<file path="src/rtl/fifo_pkg.sv">
// fifo_pkg: shared read-mode constants and pointer/width helpers for the arbitrary-depth FIFO.
package fifo_pkg;
    localparam int MODE_STD  = 0;
    localparam int MODE_FWFT = 1;

    function automatic int clog2w(input int n);
        return (n <= 1) ? 1 : $clog2(n);
    endfunction

    // Modulo-depth increment; depth need not be a power of two.
    function automatic int ptr_next(input int ptr, input int depth);
        return (ptr == depth - 1) ? 0 : ptr + 1;
    endfunction
endpackage

</file>
<file path="src/rtl/fifo_ptr_wrap.sv">
// fifo_ptr_wrap: modulo-DEPTH pointer register that advances when en is high.
module fifo_ptr_wrap
    import fifo_pkg::*;
#(
    parameter int DEPTH = 13,
    parameter int PW    = clog2w(DEPTH)
) (
    input  logic          clk,
    input  logic          rst,
    input  logic          en,
    output logic [PW-1:0] ptr
);
    always_ff @(posedge clk) begin
        if (rst)
            ptr <= '0;
        else if (en)
            ptr <= PW'(ptr_next(int'(ptr), DEPTH));
    end
endmodule

</file>
<file path="src/rtl/sync_fifo_arb.sv">
// sync_fifo_arb: single-clock FIFO of arbitrary depth with occupancy count, thresholds,
// sticky overflow/underflow flags and selectable standard or first-word-fall-through reads.
module sync_fifo_arb
    import fifo_pkg::*;
#(
    parameter int WIDTH     = 8,
    parameter int DEPTH     = 13,
    parameter int FWFT      = 0,
    parameter int AFULL_TH  = 11,
    parameter int AEMPTY_TH = 2,
    localparam int CNT_W    = $clog2(DEPTH + 1)
) (
    input  logic             clk,
    input  logic             rst,
    input  logic             wr_en,
    input  logic [WIDTH-1:0] din,
    input  logic             rd_en,
    input  logic             err_clr,
    output logic [WIDTH-1:0] dout,
    output logic             dout_valid,
    output logic             full,
    output logic             empty,
    output logic             almost_full,
    output logic             almost_empty,
    output logic [CNT_W-1:0] count,
    output logic             overflow,
    output logic             underflow
);
    localparam int PW = clog2w(DEPTH);

    if (DEPTH < 2 || AFULL_TH < 1 || AFULL_TH > DEPTH || AEMPTY_TH < 0 ||
        AEMPTY_TH > DEPTH - 1 || (FWFT != MODE_STD && FWFT != MODE_FWFT)) begin : g_bad_param
        $error("sync_fifo_arb: illegal parameter combination");
    end

    logic [WIDTH-1:0] mem [DEPTH];
    logic [PW-1:0]    wr_ptr, rd_ptr;
    logic             wr_acc, rd_acc;

    assign rd_acc       = rd_en & ~empty;
    assign wr_acc       = wr_en & (~full | rd_acc);
    assign full         = count == CNT_W'(DEPTH);
    assign empty        = count == '0;
    assign almost_full  = count >= CNT_W'(AFULL_TH);
    assign almost_empty = count <= CNT_W'(AEMPTY_TH);

    fifo_ptr_wrap #(.DEPTH(DEPTH), .PW(PW)) u_wr_ptr (
        .clk(clk), .rst(rst), .en(wr_acc), .ptr(wr_ptr)
    );
    fifo_ptr_wrap #(.DEPTH(DEPTH), .PW(PW)) u_rd_ptr (
        .clk(clk), .rst(rst), .en(rd_acc), .ptr(rd_ptr)
    );

    // Storage is deliberately left out of reset.
    always_ff @(posedge clk) begin
        if (wr_acc)
            mem[wr_ptr] <= din;
    end

    always_ff @(posedge clk) begin
        if (rst) begin
            count     <= '0;
            overflow  <= 1'b0;
            underflow <= 1'b0;
        end else begin
            count     <= count + CNT_W'(wr_acc) - CNT_W'(rd_acc);
            overflow  <= (wr_en & ~wr_acc) | (overflow & ~err_clr);
            underflow <= (rd_en & ~rd_acc) | (underflow & ~err_clr);
        end
    end

    if (FWFT == MODE_FWFT) begin : g_fwft
        assign dout       = mem[rd_ptr];
        assign dout_valid = ~empty;
    end else begin : g_std
        always_ff @(posedge clk) begin
            if (rst) begin
                dout       <= '0;
                dout_valid <= 1'b0;
            end else begin
                dout_valid <= rd_acc;
                if (rd_acc)
                    dout <= mem[rd_ptr];
            end
        end
    end
endmodule
</file>
<file path="config.mk">
export PLATFORM = sky130hd
export DESIGN_NAME = sync_fifo_arb
export DESIGN_NICKNAME = d
export VERILOG_FILES = /design/src/rtl/fifo_pkg.sv /design/src/rtl/fifo_ptr_wrap.sv /design/src/rtl/sync_fifo_arb.sv
export SDC_FILE = /design/constraint.sdc
export NUM_CORES = 1
export LEC_CHECK = 0
export BUFFER_PORTS_ARGS = -buffer_cell sky130_fd_sc_hd__buf_4
export CAP_MARGIN = 20
export CORE_MARGIN = 2
export CORE_UTILIZATION = 33
export DETAILED_ROUTE_END_ITERATION = 16
export PLACE_DENSITY_LB_ADDON = 0.15
export SLEW_MARGIN = 5
export SYNTH_ARGS = -nofsm -noshare
export SYNTH_HDL_FRONTEND = slang
export SYNTH_SLANG_ARGS = --single-unit
</file>
<file path="constraint.sdc">
create_clock -name clk -period 6 [get_ports clk]
set_clock_uncertainty 0.05 [all_clocks]
set_input_delay 0.3 -clock clk [delete_from_list [all_inputs] [get_ports clk]]
set_output_delay 0.3 -clock clk [all_outputs]
set_load 0.02 [all_outputs]
</file>
### Word level (Yosys, flattened, before mapping)

Memory sizes are Yosys's and may differ from the RTL's. A register that Yosys moved wholly into a read port is not among the register bits.
Cells that the tools add are included.

* flip-flop bits (word level): 15
* bits in latches: 0
* bits in writable memories: 104
* ROM bits: 0
* input bits: 13
* output and inout bits: 19
* logic and storage cells: 35
* memories: 1

Memories
* mem: depth 13, bits a word 8, rd ports 1, clocked after memory_dff 1, wr ports 1, line sync_fifo_arb.sv:36 `logic [WIDTH-1:0] mem [DEPTH];`

* add/sub/neg operators: 4
* $mul: 0
* div/mod/pow operators: 0
* order comparisons: 2
* eq/ne operators: 3
* shifts and indexed selects: 0
* muxes and demuxes: 4
* bitwise operators: 14
* reduce and logical (&&, ||, !) cells: 1

Operators by type and width (number)
* 4-bit by 1-bit adder with 4-bit output, second input constant: 2
* 4-bit by 3-bit equality test with 1-bit output, second input constant: 2
* 4-bit 2-to-1 mux: 2
* 1-bit AND: 6
* 1-bit NOT: 5
* 4-bit by 1-bit adder with 4-bit output: 1
* 4-bit equality test, second input constant: 1
* 4-bit >= comparator, second input constant: 1
* 4-bit by 2-bit <= comparator with 1-bit output, second input constant: 1
* 4-bit zero test: 1
* 4-bit by 1-bit subtractor with 4-bit output: 1
* 1-bit OR: 3
* 1-bit 2-to-1 mux: 2

### Depth between registers and ports, before layout

* depth in word-level cells: 8
* depth in mapped cells: 12
* mapped depth without buffers: 11

### By module

Synthesis repeated with hierarchy kept, for this count alone.

* cell total of the unflattened synthesis: 334
* area total of the unflattened synthesis: 5162.5 sq um

By module, submodules not included
* sync_fifo_arb: instances 1, cells an instance 286, area an instance 4764.6 sq um, sequential area each 3423.3 sq um
* fifo_ptr_wrap: instances 2, cells an instance 24, area an instance 198.9 sq um, sequential area each 80.1 sq um

### Worst setup path after synthesis

OpenSTA, ideal clock, no wires.

* path kind: flip-flop to flip-flop
* from: register count[2]
* to: register count[1]
* library setup time: 0.114 ns
* arrival time: 2.340 ns
* setup slack: 3.496 ns
* cell stages (with the launch flop): 11
* buffers on the path: 1
* cell sequence: dfxtp_1 -> inv_1 -> ha_1 -> nor3b_2 -> nand2b_1 -> buf_4 -> nand2_1 -> o21ai_1 -> ha_1 -> fa_1 -> nor2b_1

* word-level cells in the longest chain between the ends: 7
* elaborated cells between the ends (all ways): 9
* those cells by class: add/sub: 2; eq/ne: 1; bitwise: 5; reduce/logical: 1

Ends and longest elaborated chain
* from (decl): line sync_fifo_arb.sv:25 `output logic [CNT_W-1:0] count,`
* from (signal assigned): line sync_fifo_arb.sv:66 `count <= count + CNT_W'(wr_acc) - CNT_W'(rd_acc);`
* 4-bit zero test *: line sync_fifo_arb.sv:43 `assign empty = count == '0;`
* named net empty: line sync_fifo_arb.sv:22 `output logic empty,`
* 1-bit NOT *: line sync_fifo_arb.sv:40 `assign rd_acc = rd_en & ~empty;`
* 1-bit AND *: line sync_fifo_arb.sv:40
* 1-bit OR: line sync_fifo_arb.sv:41 `assign wr_acc = wr_en & (~full | rd_acc);`
* 1-bit AND: line sync_fifo_arb.sv:41
* 4-bit by 1-bit adder with 4-bit output: line sync_fifo_arb.sv:66
* 4-bit by 1-bit subtractor with 4-bit output *: line sync_fifo_arb.sv:66

Mark *: on every way through the listed nets, which the timed path passes. The rest lies on a longest branch.
A chain may end at the register's enable or synchronous reset.

### Final worst setup path

* from: register count[2]
* to: register count[1]

* word-level cells in the longest chain between the ends: 7
* elaborated cells between the ends (all ways): 9
* those cells by class: add/sub: 2; eq/ne: 1; bitwise: 5; reduce/logical: 1

Ends and longest elaborated chain (line)
* 4-bit zero test: sync_fifo_arb.sv:43
* 1-bit NOT: sync_fifo_arb.sv:40
* 1-bit AND: sync_fifo_arb.sv:40
* 1-bit OR: sync_fifo_arb.sv:41
* 1-bit AND: sync_fifo_arb.sv:41
* 4-bit by 1-bit adder with 4-bit output: sync_fifo_arb.sv:66
* 4-bit by 1-bit subtractor with 4-bit output *: sync_fifo_arb.sv:66

Every way passes the cells marked *; elsewhere a longest branch is shown, timed or not.

==> flow_summary.json <==
{
  "initial_core_util_pct": 33.38,
  "finalMaxSlewViolations": 0,
  "period_share_pct": 48.97,
  "end_kind": "flop",
  "fp.dieW_um": 130.1,
  "clockBufferDepth": 2,
  "synth_seq_cells": 127,
  "max-slew-margin-rel_pct": 35.01,
  "timing.fmax_mhz": 340.4,
  "routed_via_density": 4.766,
  "place_congestion": 0.7106,
  "report.power.total_mw": 2.487,
  "htree_levels": 4,
  "overflow": 0,
  "synthArstFlopShare_pct": 0,
  "whs_ns": 0.1178,
  "antenna_found_initial": 0,
  "cts_tree": "done",
  "met3_length_um": 426,
  "rsz0062_at_grt": "false",
  "hpwl_um": 7435,
  "ys_top_cells_by_count": "edfxtp_1, mux2i_1, dfxtp_1, nor2_1, nand2_1",
  "fin_nets": 411,
  "yosysTopAreaCell": "edfxtp_1",
  "syn_inst": 349,
  "power_density_nw_per_um2": 402.4,
  "num_io_pins": 32,
  "tightest_slew_ns": 0.9729,
  "io_buffers": 31,
  "hold_viol": 0,
  "grt_use_total_pct": 14.83,
  "ctsResizeCount": 0,
  "grt_pass1_wl_um": 17600,
  "grt_pass1_vias": 2892,
  "rr_startpoint": "count[2]$_SDFF_PP0_",
  "reg2reg_slack_ns": 3.06,
  "setup_tns_ns": 0,
  "critPathKind": "reg -> reg",
  "routedWlPerCell_um": 18.98,
  "dieArea_um2": 16920,
  "synth_fp_nets": 376,
  "drc": 0,
  "numCtsBuffers": 17,
  "cts_sinks": 127,
  "syn_area_um2": 5245,
  "ctsRootBufferMaster": "clkbuf_16",
  "path_clk_slew_ns": 0.06,
  "synth-seq-area-share_pct": 68.32,
  "critical_path.max_fanout": 14,
  "hold_class": "in -> reg",
  "synth_most_common_cell": "edfxtp_1",
  "required_ns": 6.25,
  "finalSetupViolations": 0,
  "yosysTopAreaCellShare_pct": 59.54,
  "syn_area_per_cell_um2": 15.03,
  "first_pass_iters": 4,
  "area_growth_pct": 17.82,
  "crit_arrival_ns": 3.19,
  "start_kind": "flop",
  "synth_cell_types": 39,
  "min_period_ns": 2.938,
  "clk_latency_ns": 0.42,
  "leakage_nw": 2.059,
  "drv_cap": 0,
  "rr_endpoint": "count[1]$_SDFF_PP0_",
  "highest_layer": "met4",
  "min_to": "underflow$_SDFF_PP0_",
  "irDropWorstVdd_mv": 0.1731,
  "grt_max_degree": 39,
  "cts_setup_buffers": 0,
  "ant_nets": 0,
  "drive_gt1_share_pct": 16.41,
  "outcome": "complete, no violations",
  "wl_met1_um": 5320,
  "drt_iter0_drc": 164,
  "antenna_cells": 0,
  "worst-r2r-cell-count": 9,
  "drt-total-wl_um": 11620,
  "synthTopCellsByArea": "edfxtp_1, mux2i_1, dfxtp_1",
  "utilization_pct": 39.33,
  "worstHoldPathCells": 3,
  "hold_buffers": 0,
  "yosysWarnings": 0,
  "met2_length_um": 5697,
  "floorplan.rows": 46,
  "coreArea_um2": 15710,
  "synth_edf_count": 104,
  "hold_start": "rd_en",
  "synth_ff_type": "edfxtp_1",
  "fp.dieH_um": 130.1,
  "vias": 2917
}
## worst max-delay path, stage by stage (launching register included)
cell      delay [ns]
dfxtp_1         0.35
inv_1           0.10
ha_1            0.22
nor3b_2         0.18
nor2b_1         0.77
nand2b_1        0.25
o21ai_1         0.15
ha_1            0.21
fa_1            0.41
nor2b_1         0.13
## state kept, by name, summed over array words and instances (netlist names)
name          flops
mem             104
u_wr_ptr.ptr      4
count             4
dout_valid        1
dout              8
u_rd_ptr.ptr      4
overflow          1
underflow         1
## worst max-delay path by stage
| stage | start | depth (start not counted) | endpoint |
|---|---|---|---|
| 3_5_place_dp | count[2]$_SDFF_PP0_ | 9 | count[1]$_SDFF_PP0_ |
| 4_1_cts | count[2]$_SDFF_PP0_ | 9 | count[1]$_SDFF_PP0_ |
| 2_1_floorplan | count[2]$_SDFF_PP0_ | 10 | count[1]$_SDFF_PP0_ |
| 6_report | count[2]$_SDFF_PP0_ | 9 | count[1]$_SDFF_PP0_ |
| 3_3_place_gp | count[2]$_SDFF_PP0_ | 9 | count[1]$_SDFF_PP0_ |
| 5_1_grt | count[2]$_SDFF_PP0_ | 9 | count[1]$_SDFF_PP0_ |
## layout by cell type (no fill, tap or decap), drive strengths merged, types with 2 or more instances in the layout
master,n
nand2b,2
nand3b,2
nor3b,2
mux2i,49
or3b,2
ha,13
buf,33
nand2,17
o21ai,6
a21o,2
a221oi,8
inv,10
a211oi,17
a22oi,9
bufinv,2
nor2b,5
edfxtp,104
dfxtp,23
and2,14
nor2,18
a21oi,10
clkinv,8
xnor2,2
clkbuf,21
o22ai,8
## per-stage QoR
| stage | setup slack [ns] | instances | cell area, µm² |
|---|---|---|---|
| 2_1_floorplan | 3.496 | 349 | 5245 |
| 3_3_place_gp | 3.138 | 581 | 5643 |
| 3_5_place_dp | 3.019 | 581 | 5643 |
| 4_1_cts | 3.009 | 612 | 6180 |
| 5_1_grt | 2.773 | 612 | 6180 |
| 6_report | 3.062 | 612 | 6180 |
## cells by family after synthesis
kind of cell | Yosys count | synth area share, %
DFF | 127 | 68.32
buffers and inverters | 27 | 3.030
muxes | 49 | 9.351
AOI/OAI and AO/OA | 65 | 9.137
xor gates and xnor gates | 2 | 0.3340
adders and majority gates | 14 | 3.483
and+or+nand+nor | 65 | 6.345
## layer usage
metal | vias up | track usage, %
met1 | 1443 | 20.12
li1 | 1407 | -
met2 | 53 | 22.82
met4 | 0 | 5.313
met5 | - | 0
met3 | 14 | 4.223
## power by group
| part | internal (mW) | switching [mW] |
|---|---|---|
| logic | 0.195 | 0.290 |
| clock network | 0.599 | 0.349 |
| registers | 1.00 | 0.0497 |
## area by class of cell
cell class	instances	area [µm²]
inverters	10	37.54
clock inverters	10	96.34
well taps	216	270.3
fillers	1456	9533
flip-flops and latches	127	3585
repair buffers	33	247.7
multi-input cells	195	1503
clock buffers	21	440.4
Power figures use the tool's default switching activity.
